File: src/rtl/div_arbiter.sv
`default_nettype none
// ============================================================================
// Module      : div_arbiter
// Description : Round-robin front end that lets two requesters share one
//               iterative divider. One transaction is in flight at a time:
//               IDLE grants a requester, ISSUE pulses the divider, WAIT
//               collects the quotient (or times out), RESP holds the result
//               until the owning requester consumes it. Divide-by-zero
//               requests are answered directly without touching the divider.
// Ports       : clk, rst_n            - clock, synchronous active-low reset
//               reqN_valid/ready      - request handshake (N = 0,1)
//               reqN_dividend/divisor - operands, stable while reqN_valid
//               rspN_valid/ready      - response handshake
//               rspN_data/err         - quotient / error flag
//               div_in_*              - start pulse and operands to divider
//               div_out_valid/data    - divider result strobe and quotient
//               busy                  - high whenever not IDLE
// Revision    : 1.0 - initial release
// ============================================================================
module div_arbiter #(
    parameter int TIMEOUT = 63
) (
    input  logic        clk,
    input  logic        rst_n,
    input  logic        req0_valid,
    input  logic [9:0]  req0_dividend,
    input  logic [2:0]  req0_divisor,
    output logic        req0_ready,
    output logic        rsp0_valid,
    output logic [19:0] rsp0_data,
    output logic        rsp0_err,
    input  logic        rsp0_ready,
    input  logic        req1_valid,
    input  logic [9:0]  req1_dividend,
    input  logic [2:0]  req1_divisor,
    output logic        req1_ready,
    output logic        rsp1_valid,
    output logic [19:0] rsp1_data,
    output logic        rsp1_err,
    input  logic        rsp1_ready,
    output logic        div_in_valid,
    output logic [9:0]  div_in_data_1,
    output logic [2:0]  div_in_data_2,
    input  logic        div_out_valid,
    input  logic [19:0] div_out_data,
    output logic        busy
);

    localparam logic [1:0] S_IDLE  = 2'd0;
    localparam logic [1:0] S_ISSUE = 2'd1;
    localparam logic [1:0] S_WAIT  = 2'd2;
    localparam logic [1:0] S_RESP  = 2'd3;

    // The count starts at 0 in the first WAIT cycle, so the abort happens on
    // the WAIT cycle whose count is TIMEOUT-1, i.e. after TIMEOUT WAIT cycles.
    localparam logic [7:0]  CNT_LAST  = 8'(TIMEOUT - 1);
    localparam logic [19:0] DIV0_DATA = 20'hFFFFF;

    logic [1:0]  state;
    logic [1:0]  state_nxt;
    logic        prio;
    logic        owner;
    logic [9:0]  dividend;
    logic [2:0]  divisor;
    logic [7:0]  wait_cnt;
    logic [19:0] rsp_data;
    logic        rsp_err;

    logic        grant_id;
    logic        handshake;
    logic [9:0]  grant_dividend;
    logic [2:0]  grant_divisor;
    logic        timeout_hit;
    logic        rsp_take;

    // Grant selection: a lone requester always wins, a tie goes to prio.
    always_comb begin
        if (req0_valid && req1_valid) begin
            grant_id = prio;
        end else begin
            grant_id = req1_valid;
        end
        grant_dividend = grant_id ? req1_dividend : req0_dividend;
        grant_divisor  = grant_id ? req1_divisor  : req0_divisor;
        handshake      = rst_n && (state == S_IDLE) && (req0_valid || req1_valid);
        timeout_hit    = (wait_cnt == CNT_LAST);
        rsp_take       = owner ? rsp1_ready : rsp0_ready;
    end

    // State register
    always_ff @(posedge clk) begin
        if (!rst_n) begin
            state <= S_IDLE;
        end else begin
            state <= state_nxt;
        end
    end

    // Next-state logic
    always_comb begin
        state_nxt = state;
        case (state)
            S_IDLE: begin
                if (handshake) begin
                    state_nxt = (grant_divisor == 3'd0) ? S_RESP : S_ISSUE;
                end
            end
            S_ISSUE: state_nxt = S_WAIT;
            S_WAIT: begin
                if (div_out_valid || timeout_hit) begin
                    state_nxt = S_RESP;
                end
            end
            S_RESP: begin
                if (rsp_take) begin
                    state_nxt = S_IDLE;
                end
            end
            default: state_nxt = S_IDLE;
        endcase
    end

    // Transaction datapath
    always_ff @(posedge clk) begin
        if (!rst_n) begin
            prio     <= 1'b0;
            owner    <= 1'b0;
            dividend <= '0;
            divisor  <= '0;
            wait_cnt <= '0;
            rsp_data <= '0;
            rsp_err  <= 1'b0;
        end else begin
            case (state)
                S_IDLE: begin
                    if (handshake) begin
                        owner    <= grant_id;
                        dividend <= grant_dividend;
                        divisor  <= grant_divisor;
                        wait_cnt <= '0;
                        if (grant_divisor == 3'd0) begin
                            rsp_data <= DIV0_DATA;
                            rsp_err  <= 1'b1;
                        end
                    end
                end
                S_WAIT: begin
                    if (div_out_valid) begin
                        rsp_data <= div_out_data;
                        rsp_err  <= 1'b0;
                    end else if (timeout_hit) begin
                        rsp_data <= '0;
                        rsp_err  <= 1'b1;
                    end else begin
                        wait_cnt <= wait_cnt + 8'd1;
                    end
                end
                S_RESP: begin
                    if (rsp_take) begin
                        prio     <= ~owner;
                        dividend <= '0;
                        divisor  <= '0;
                        rsp_data <= '0;
                        rsp_err  <= 1'b0;
                    end
                end
                default: ;
            endcase
        end
    end

    // Outputs
    always_comb begin
        req0_ready    = handshake && (grant_id == 1'b0);
        req1_ready    = handshake && (grant_id == 1'b1);
        div_in_valid  = (state == S_ISSUE);
        div_in_data_1 = '0;
        div_in_data_2 = '0;
        if ((state == S_ISSUE) || (state == S_WAIT)) begin
            div_in_data_1 = dividend;
            div_in_data_2 = divisor;
        end
        rsp0_valid = (state == S_RESP) && (owner == 1'b0);
        rsp1_valid = (state == S_RESP) && (owner == 1'b1);
        rsp0_data  = rsp0_valid ? rsp_data : '0;
        rsp0_err   = rsp0_valid ? rsp_err  : 1'b0;
        rsp1_data  = rsp1_valid ? rsp_data : '0;
        rsp1_err   = rsp1_valid ? rsp_err  : 1'b0;
        busy       = (state != S_IDLE);
    end

endmodule
`default_nettype wire
File: config.mk
export PLATFORM = sky130hd
export DESIGN_NAME = div_arbiter
export DESIGN_NICKNAME = d
export VERILOG_FILES = /design/src/rtl/div_arbiter.sv
export SDC_FILE = /design/constraint.sdc
export NUM_CORES = 1
export LEC_CHECK = 0
export ABC_AREA = 1
export ABC_CLOCK_PERIOD_IN_PS = 2300
export CAP_MARGIN = 20
export CORE_ASPECT_RATIO = 0.75
export CORE_UTILIZATION = 30
export DETAILED_ROUTE_END_ITERATION = 7
export PLACE_DENSITY_LB_ADDON = 0.12
export SYNTH_ARGS = -nofsm -noshare
export SYNTH_HDL_FRONTEND = slang
export SYNTH_SLANG_ARGS = --single-unit
File: constraint.sdc
create_clock -name clk -period 2.3 [get_ports clk]
set_input_delay 0.69 -clock clk [delete_from_list [all_inputs] [get_ports clk]]
set_output_delay 0.69 -clock clk [all_outputs]
set_load 0.02 [all_outputs]
==> flow_summary.yaml, run 1 <==
outcome:
  run_status: "finished clean"
synthesis:
  yosysWarnings: 0
  avgSynthCellArea_um2: 5.79
  synth_top_area_share: 0.312
  yosysSeqAreaShare: 0.312
  synth_fp_nets: 570
  ys_ff_latch: 46
  ys_types: 24
  yosys.area.top_type: "dfxtp_1"
  synth_cells: 510
  synth.area.top_cells: "dfxtp_1 (31%), nand2_1 (17%), nor2_1 (15%)"
  netlist_area_mm2: 0.00296
sta:
  grt_setup_unrepaired: "false"
  fmax_ghz: 0.450
  hold_violations: 0
  fin_crit_sh: 0.967
  drv_slew: 0
  fin_setup_tns_ns: 0
  slew_headroom: 0.576
  setup_viol: 0
  min_period_ns: 2.22
  tightest_slew_ns: 0.635
  finClkSkew_ns: 0.00379
drt:
  met1_length_um: 4240
  top_layer_used: "met4"
  vias: 3383
  wl_per_cell_um: 11.3
  viasPerCell: 4.42
  post-route-drc-count: 0
  drt_iter0_drc: 147
  wl_met2_um: 4000
  ant_nets: 0
  wl_um: 8640
  wl_met3_um: 340
  drtPass1Iterations: 4
layout:
  final_common_cell: "nand2_1"
  nNetsFinal: 699
  final_cell_mix: "nand2_1 (130), nor2_1 (113), inv_1 (77), clkdlybuf4s50_1 (49), dfxtp_1 (44)"
  drive_above_1_share: 0.182
  syn_to_final_growth_pct: 46.6
  diodes: 0
  finish.instance_area_mm2: 0.00433
floorplan:
  die_area_mm2: 0.0103
  dieWidth_um: 117
  io-pin-count: 114
  die_h_um: 88.0
  rows: 30
  start_util: 0.317
  fp.coreArea_mm2: 0.00931
clock_network:
  path_clk_slew_ns: 0.06
  htreeDepth: 2
  cts_buffers: 5
  cts.path.max_buffers: 2
  root_buffer: "clkbuf_16"
  cts_tree: "yes"
  numClockSinks: 46
  worstSkewPairLatency_ns: 0.28
grt:
  track_usage: 0.171
  grt_antenna_before_repair: 0
  grt_overflow_total: 0
  grt_pass1_vias: 3034
  grt_max_degree: 43
  grt_pass1_wl_um: 13800
placed_design:
  port_buffers: 113
  place_area_mm2: 0.00443
  gp_congestion: 0.772
  dpl.hpwl_um: 6390
power:
  power.leakage_nw: 2.23
  power_density_mw_per_mm2: 1010
  vdd_drop_max_mv: 0.421
setup_path:
  cp.arrival_ns: 1.53
  end_kind: "primary output"
  path_class: "primary input to primary output"
  worstPathRequired_ns: 1.61
  crit_fanout: 5
  critPathLaunchType: "primary input"
run:
  drv_cap: 0
worst_hold_path:
  min_path_type: "flip-flop to flip-flop"
-- synth_stat cells --
cell type	instances
a21oi_1	43
buf_1	2
buf_2	7
buf_6	4
clkbuf_1	14
dfxtp_1	46
ha_1	7
inv_1	77
inv_2	2
nand2_1	132
nand2_2	1
nand2_4	1
nand3_1	27
nand3b_1	1
nand4_1	2
nor2_1	115
nor2_2	2
nor2_4	1
nor2_8	1
o21ai_0	15
o21ai_1	3
o21ai_2	1
xnor2_1	1
xor2_1	5
-- cell families after synthesis --
logic type      synth area share
compound gates             0.106
xor+xnor                  0.0178
fa+ha+maj                 0.0296
buf+inv                    0.148
flops                      0.312
simple gates               0.387
-- what timing repair did --
action	CTS	global route
pin swaps	3	0
endpoints found under the setup margin	61	53
resized for setup	191	51
setup buffers	1	0
hold endpoints to repair	0	0
hold buffers	0	0
-- layout make-up --
type                            instances  area [um2]
Tap cell                              128         160
Sequential cell                        46         923
Inverter                               79         297
Fill cell                            1078        4980
Timing Repair Buffer                  149        1190
Multi-Input combinational cell        358        1620
Clock buffer                            6         139
-- report_power, final --
group	total [mW]	switching (mW)	internal [mW]
Combinational	2.42	1.45	0.971
Sequential	1.27	0.168	1.10
Clock	0.693	0.273	0.420
Total	4.38	1.89	2.49
-- worst max-delay path, cell delays in order --
cell and delay (ns):
dlygate4sd2_1 0.31, nor2_1 0.10, nor2_2 0.11, inv_1 0.07
nor2_1 0.12, buf_4 0.15
-- registers in the layout, indices dropped and copies added, names as in the netlist --
signal	cells
prio	1
state	2
wait_cnt	8
rsp_err	1
rsp_data	20
owner	1
divisor	3
dividend	10
-- layer usage --
layer | GRT usage | vias up
met2 | 0.290 | 65
met3 | 0.0381 | 6
met5 | 0 | -
met4 | 0.0357 | 0
li1 | - | 1781
met1 | 0.223 | 1531
-- worst paths after layout --
path / startpoint / endpoint / slack (ns) / cells past startpoint
max: req1_valid / req0_ready / 0.08 / 6
min: rsp_data[5]$_SDFFE_PN0P_ / rsp_data[5]$_SDFFE_PN0P_ / 0.48 / 2
max reg2reg: state[0]$_SDFFE_PN0P_ / rsp_data[16]$_SDFFE_PN0P_ / 0.44 / 12
min reg2reg: rsp_data[5]$_SDFFE_PN0P_ / rsp_data[5]$_SDFFE_PN0P_ / 0.48 / 2
-- stage by stage --
stage	setup WS, ns	util	total power, mW	hold WS (ns)	instances
finish	0.0769	0.465	4.38	0.481	766
CTS	0.00527	0.483	4.44	0.484	766
global placement	-0.542	0.476	3.74	0.465	759
global route	0.00576	0.465	4.80	0.506	766
floorplan	0.0563	-	2.89	0.450	510
detailed placement	-0.559	0.476	3.78	0.470	759
Power figures use the tool's default switching activity.
==> run 2, diff against run 1 <==
--- a/config.mk
+++ b/config.mk
@@ -6,7 +6,6 @@
 export NUM_CORES = 1
 export LEC_CHECK = 0
 export ABC_AREA = 1
-export ABC_CLOCK_PERIOD_IN_PS = 2300
 export CAP_MARGIN = 20
 export CORE_ASPECT_RATIO = 0.75
 export CORE_UTILIZATION = 30
==> results of run 2 <==
No change in the layout: final DEF, timing and power equal those of run 1.
==> run 3, diff against run 2 <==
--- a/config.mk
+++ b/config.mk
@@ -10,7 +10,6 @@
 export CORE_ASPECT_RATIO = 0.75
 export CORE_UTILIZATION = 30
 export DETAILED_ROUTE_END_ITERATION = 7
-export PLACE_DENSITY_LB_ADDON = 0.12
 export SYNTH_ARGS = -nofsm -noshare
 export SYNTH_HDL_FRONTEND = slang
 export SYNTH_SLANG_ARGS = --single-unit
==> flow_summary.yaml, run 3 (synthesized netlist as in run 1, its figures left out) <==
setup_path:
  crit_fanout: 21
  cp.arrival_ns: 1.53
  cp_cell_sequence: "ha_2 -> inv_1 -> nor2_2 -> inv_1 -> buf_12 -> nor2_1 -> buf_2"
  reg2reg_slack_ns: 0.43
  critPathSlowestCell: "dfxtp_1"
  r2r_cells: 12
  critPathBufInv: 4
  path_common_cell: "inv_1"
  worstPathRequired_ns: 1.61
  reg2reg_to: "wait_cnt[6]$_SDFFE_PN0P_"
  critical_path.max_stage_delay_ns: 0.37
  crit_family: "buffers and inverters"
  end_kind: "primary output"
  critPathLaunchType: "flip-flop"
  r2r_start: "state[1]$_SDFFE_PN0P_"
  path_class: "flip-flop to primary output"
outcome:
  run_status: "finished clean"
drt:
  vias: 3322
  post-route-drc-count: 0
  wl_um: 8490
  viasPerCell: 4.34
  wl_per_cell_um: 11.1
  drtPass1Iterations: 5
  drt_iter0_drc: 157
  ant_nets: 0
clock_network:
  holdBufCountCts: 0
  worstSkewPairLatency_ns: 0.28
  htreeDepth: 2
  root_buffer: "clkbuf_16"
  path_clk_slew_ns: 0.06
  cts_tree: "yes"
  numClockSinks: 46
  cts_buffers: 5
  cts.path.max_buffers: 2
layout:
  multi_input_area_mm2: 0.00161
  top_regs: "rsp_data x20, dividend x10, wait_cnt x8"
  seqCellArea_um2: 922
  final_cell_mix: "nand2_1 (129), nor2_1 (114), inv_1 (77), clkdlybuf4s50_1 (49), dfxtp_1 (45)"
  syn_to_final_growth_pct: 45.6
  top_register: "rsp_data"
  nNetsFinal: 697
  drive_above_1_share: 0.179
  nFillCells: 1051
  largest_register_ffs: 20
  final_common_cell: "nand2_1"
  diodes: 0
  fin_util: 0.462
run:
  drv_cap: 0
worst_hold_path:
  hold_start: "rsp_data[15]$_SDFFE_PN0P_"
  min_path_type: "flip-flop to flip-flop"
  hold_end: "rsp_data[15]$_SDFFE_PN0P_"
  worstHoldPathCells: 2
grt:
  grt_pass1_wl_um: 13900
  grt_pass1_vias: 3076
  grt_overflow_total: 0
  grt_antenna_before_repair: 0
  grt_max_degree: 43
  track_usage: 0.170
sta:
  min_period_ns: 2.22
  hold_violations: 0
  tightest_slew_ns: 0.372
  slew_headroom: 0.752
  fin_crit_sh: 0.964
  fmax_ghz: 0.451
  finClkSkew_ns: 0.00558
  drv_slew: 0
  grt_setup_unrepaired: "false"
  fin_setup_tns_ns: 0
  setup_viol: 0
power:
  power.leakage_nw: 2.24
  power_density_mw_per_mm2: 1020
  vdd_drop_max_mv: 0.381
floorplan:
  rows: 30
  dieWidth_um: 117
  die_h_um: 88.0
  io-pin-count: 114
  die_area_mm2: 0.0103
  fp.coreArea_mm2: 0.00931
  start_util: 0.317
placed_design:
  gp_congestion: 0.834
  port_buffers: 113
  dpl.hpwl_um: 6530
==> run 3: cell count changes in the layout (fill, tap and decap cells not counted), sizes merged <==
cell          delta
clkinv           +2
dlygate4sd2      -1
dlymetal6s2s     +1
clkbuf           -3
==> run 3: worst max path at each step <==
| stage | startpoint | endpoint | slack [ns] | cells past startpoint |
|---|---|---|---|---|
| after floorplan | state[1]$_SDFFE_PN0P_ | rsp0_data[0] | 0.06 | 7 |
| after global placement | rst_n | req0_ready | -0.60 | 6 |
| after detailed placement | rst_n | req0_ready | -0.64 | 6 |
| after CTS | req0_valid | req0_ready | -0.03 | 6 |
| after global routing | state[1]$_SDFFE_PN0P_ | rsp0_data[8] | 0.002 | 7 |
| final | state[1]$_SDFFE_PN0P_ | rsp0_data[8] | 0.08 | 7 |
==> run 3: layer usage <==
metal	vias to the layer above	track usage	routed length, um
li1	1783	-	-
met1	1490	0.220	4140
met2	42	0.296	4010
met3	7	0.0270	252
met4	0	0.0391	83
met5	-	0	0
==> run 3: per-stage QoR <==
step	total power [mW]	worst slack [ns]	cell area [um2]	cells	hold slack [ns]
2_1_floorplan	2.89	0.0563	2960	510	0.450
3_3_place_gp	3.73	-0.601	4430	757	0.463
3_5_place_dp	3.76	-0.635	4430	757	0.468
4_1_cts	4.41	-0.0342	4510	764	0.484
5_1_grt	4.77	0.00233	4300	765	0.500
6_report	4.37	0.0819	4300	765	0.480
==> run 3: timing repair <==
action	in CTS	in global routing
gates resized for setup	186	49
pin swaps	3	2
buffers inserted	0	1
setup endpoints to repair	61	43
==> run 3: power by group <==
part,total (mW),leakage [nW],internal (mW),switching [mW]
Sequential,1.26,0.378,1.10,0.162
Clock,0.688,0.0694,0.393,0.296
Combinational,2.43,1.79,0.973,1.45
Total,4.37,2.24,2.46,1.91
==> run 3: worst reg2reg max path, delay by kind of cell, from the launching register on <==
family	cells	cell delay, ns
compound gates	1	0.06
simple gates	6	0.66
buf+inv	4	0.45
fa+ha+maj	1	0.21
flops	1	0.37
==> run 3: area by class of cell <==
type | count | share of cell area
inverters | 79 | 0.0689
flip-flops and latches | 46 | 0.214
clock inverters | 2 | 0.00233
well taps | 128 | 0.0372
multi-input cells | 358 | 0.374
repair buffers | 147 | 0.274
clock buffers | 5 | 0.0291
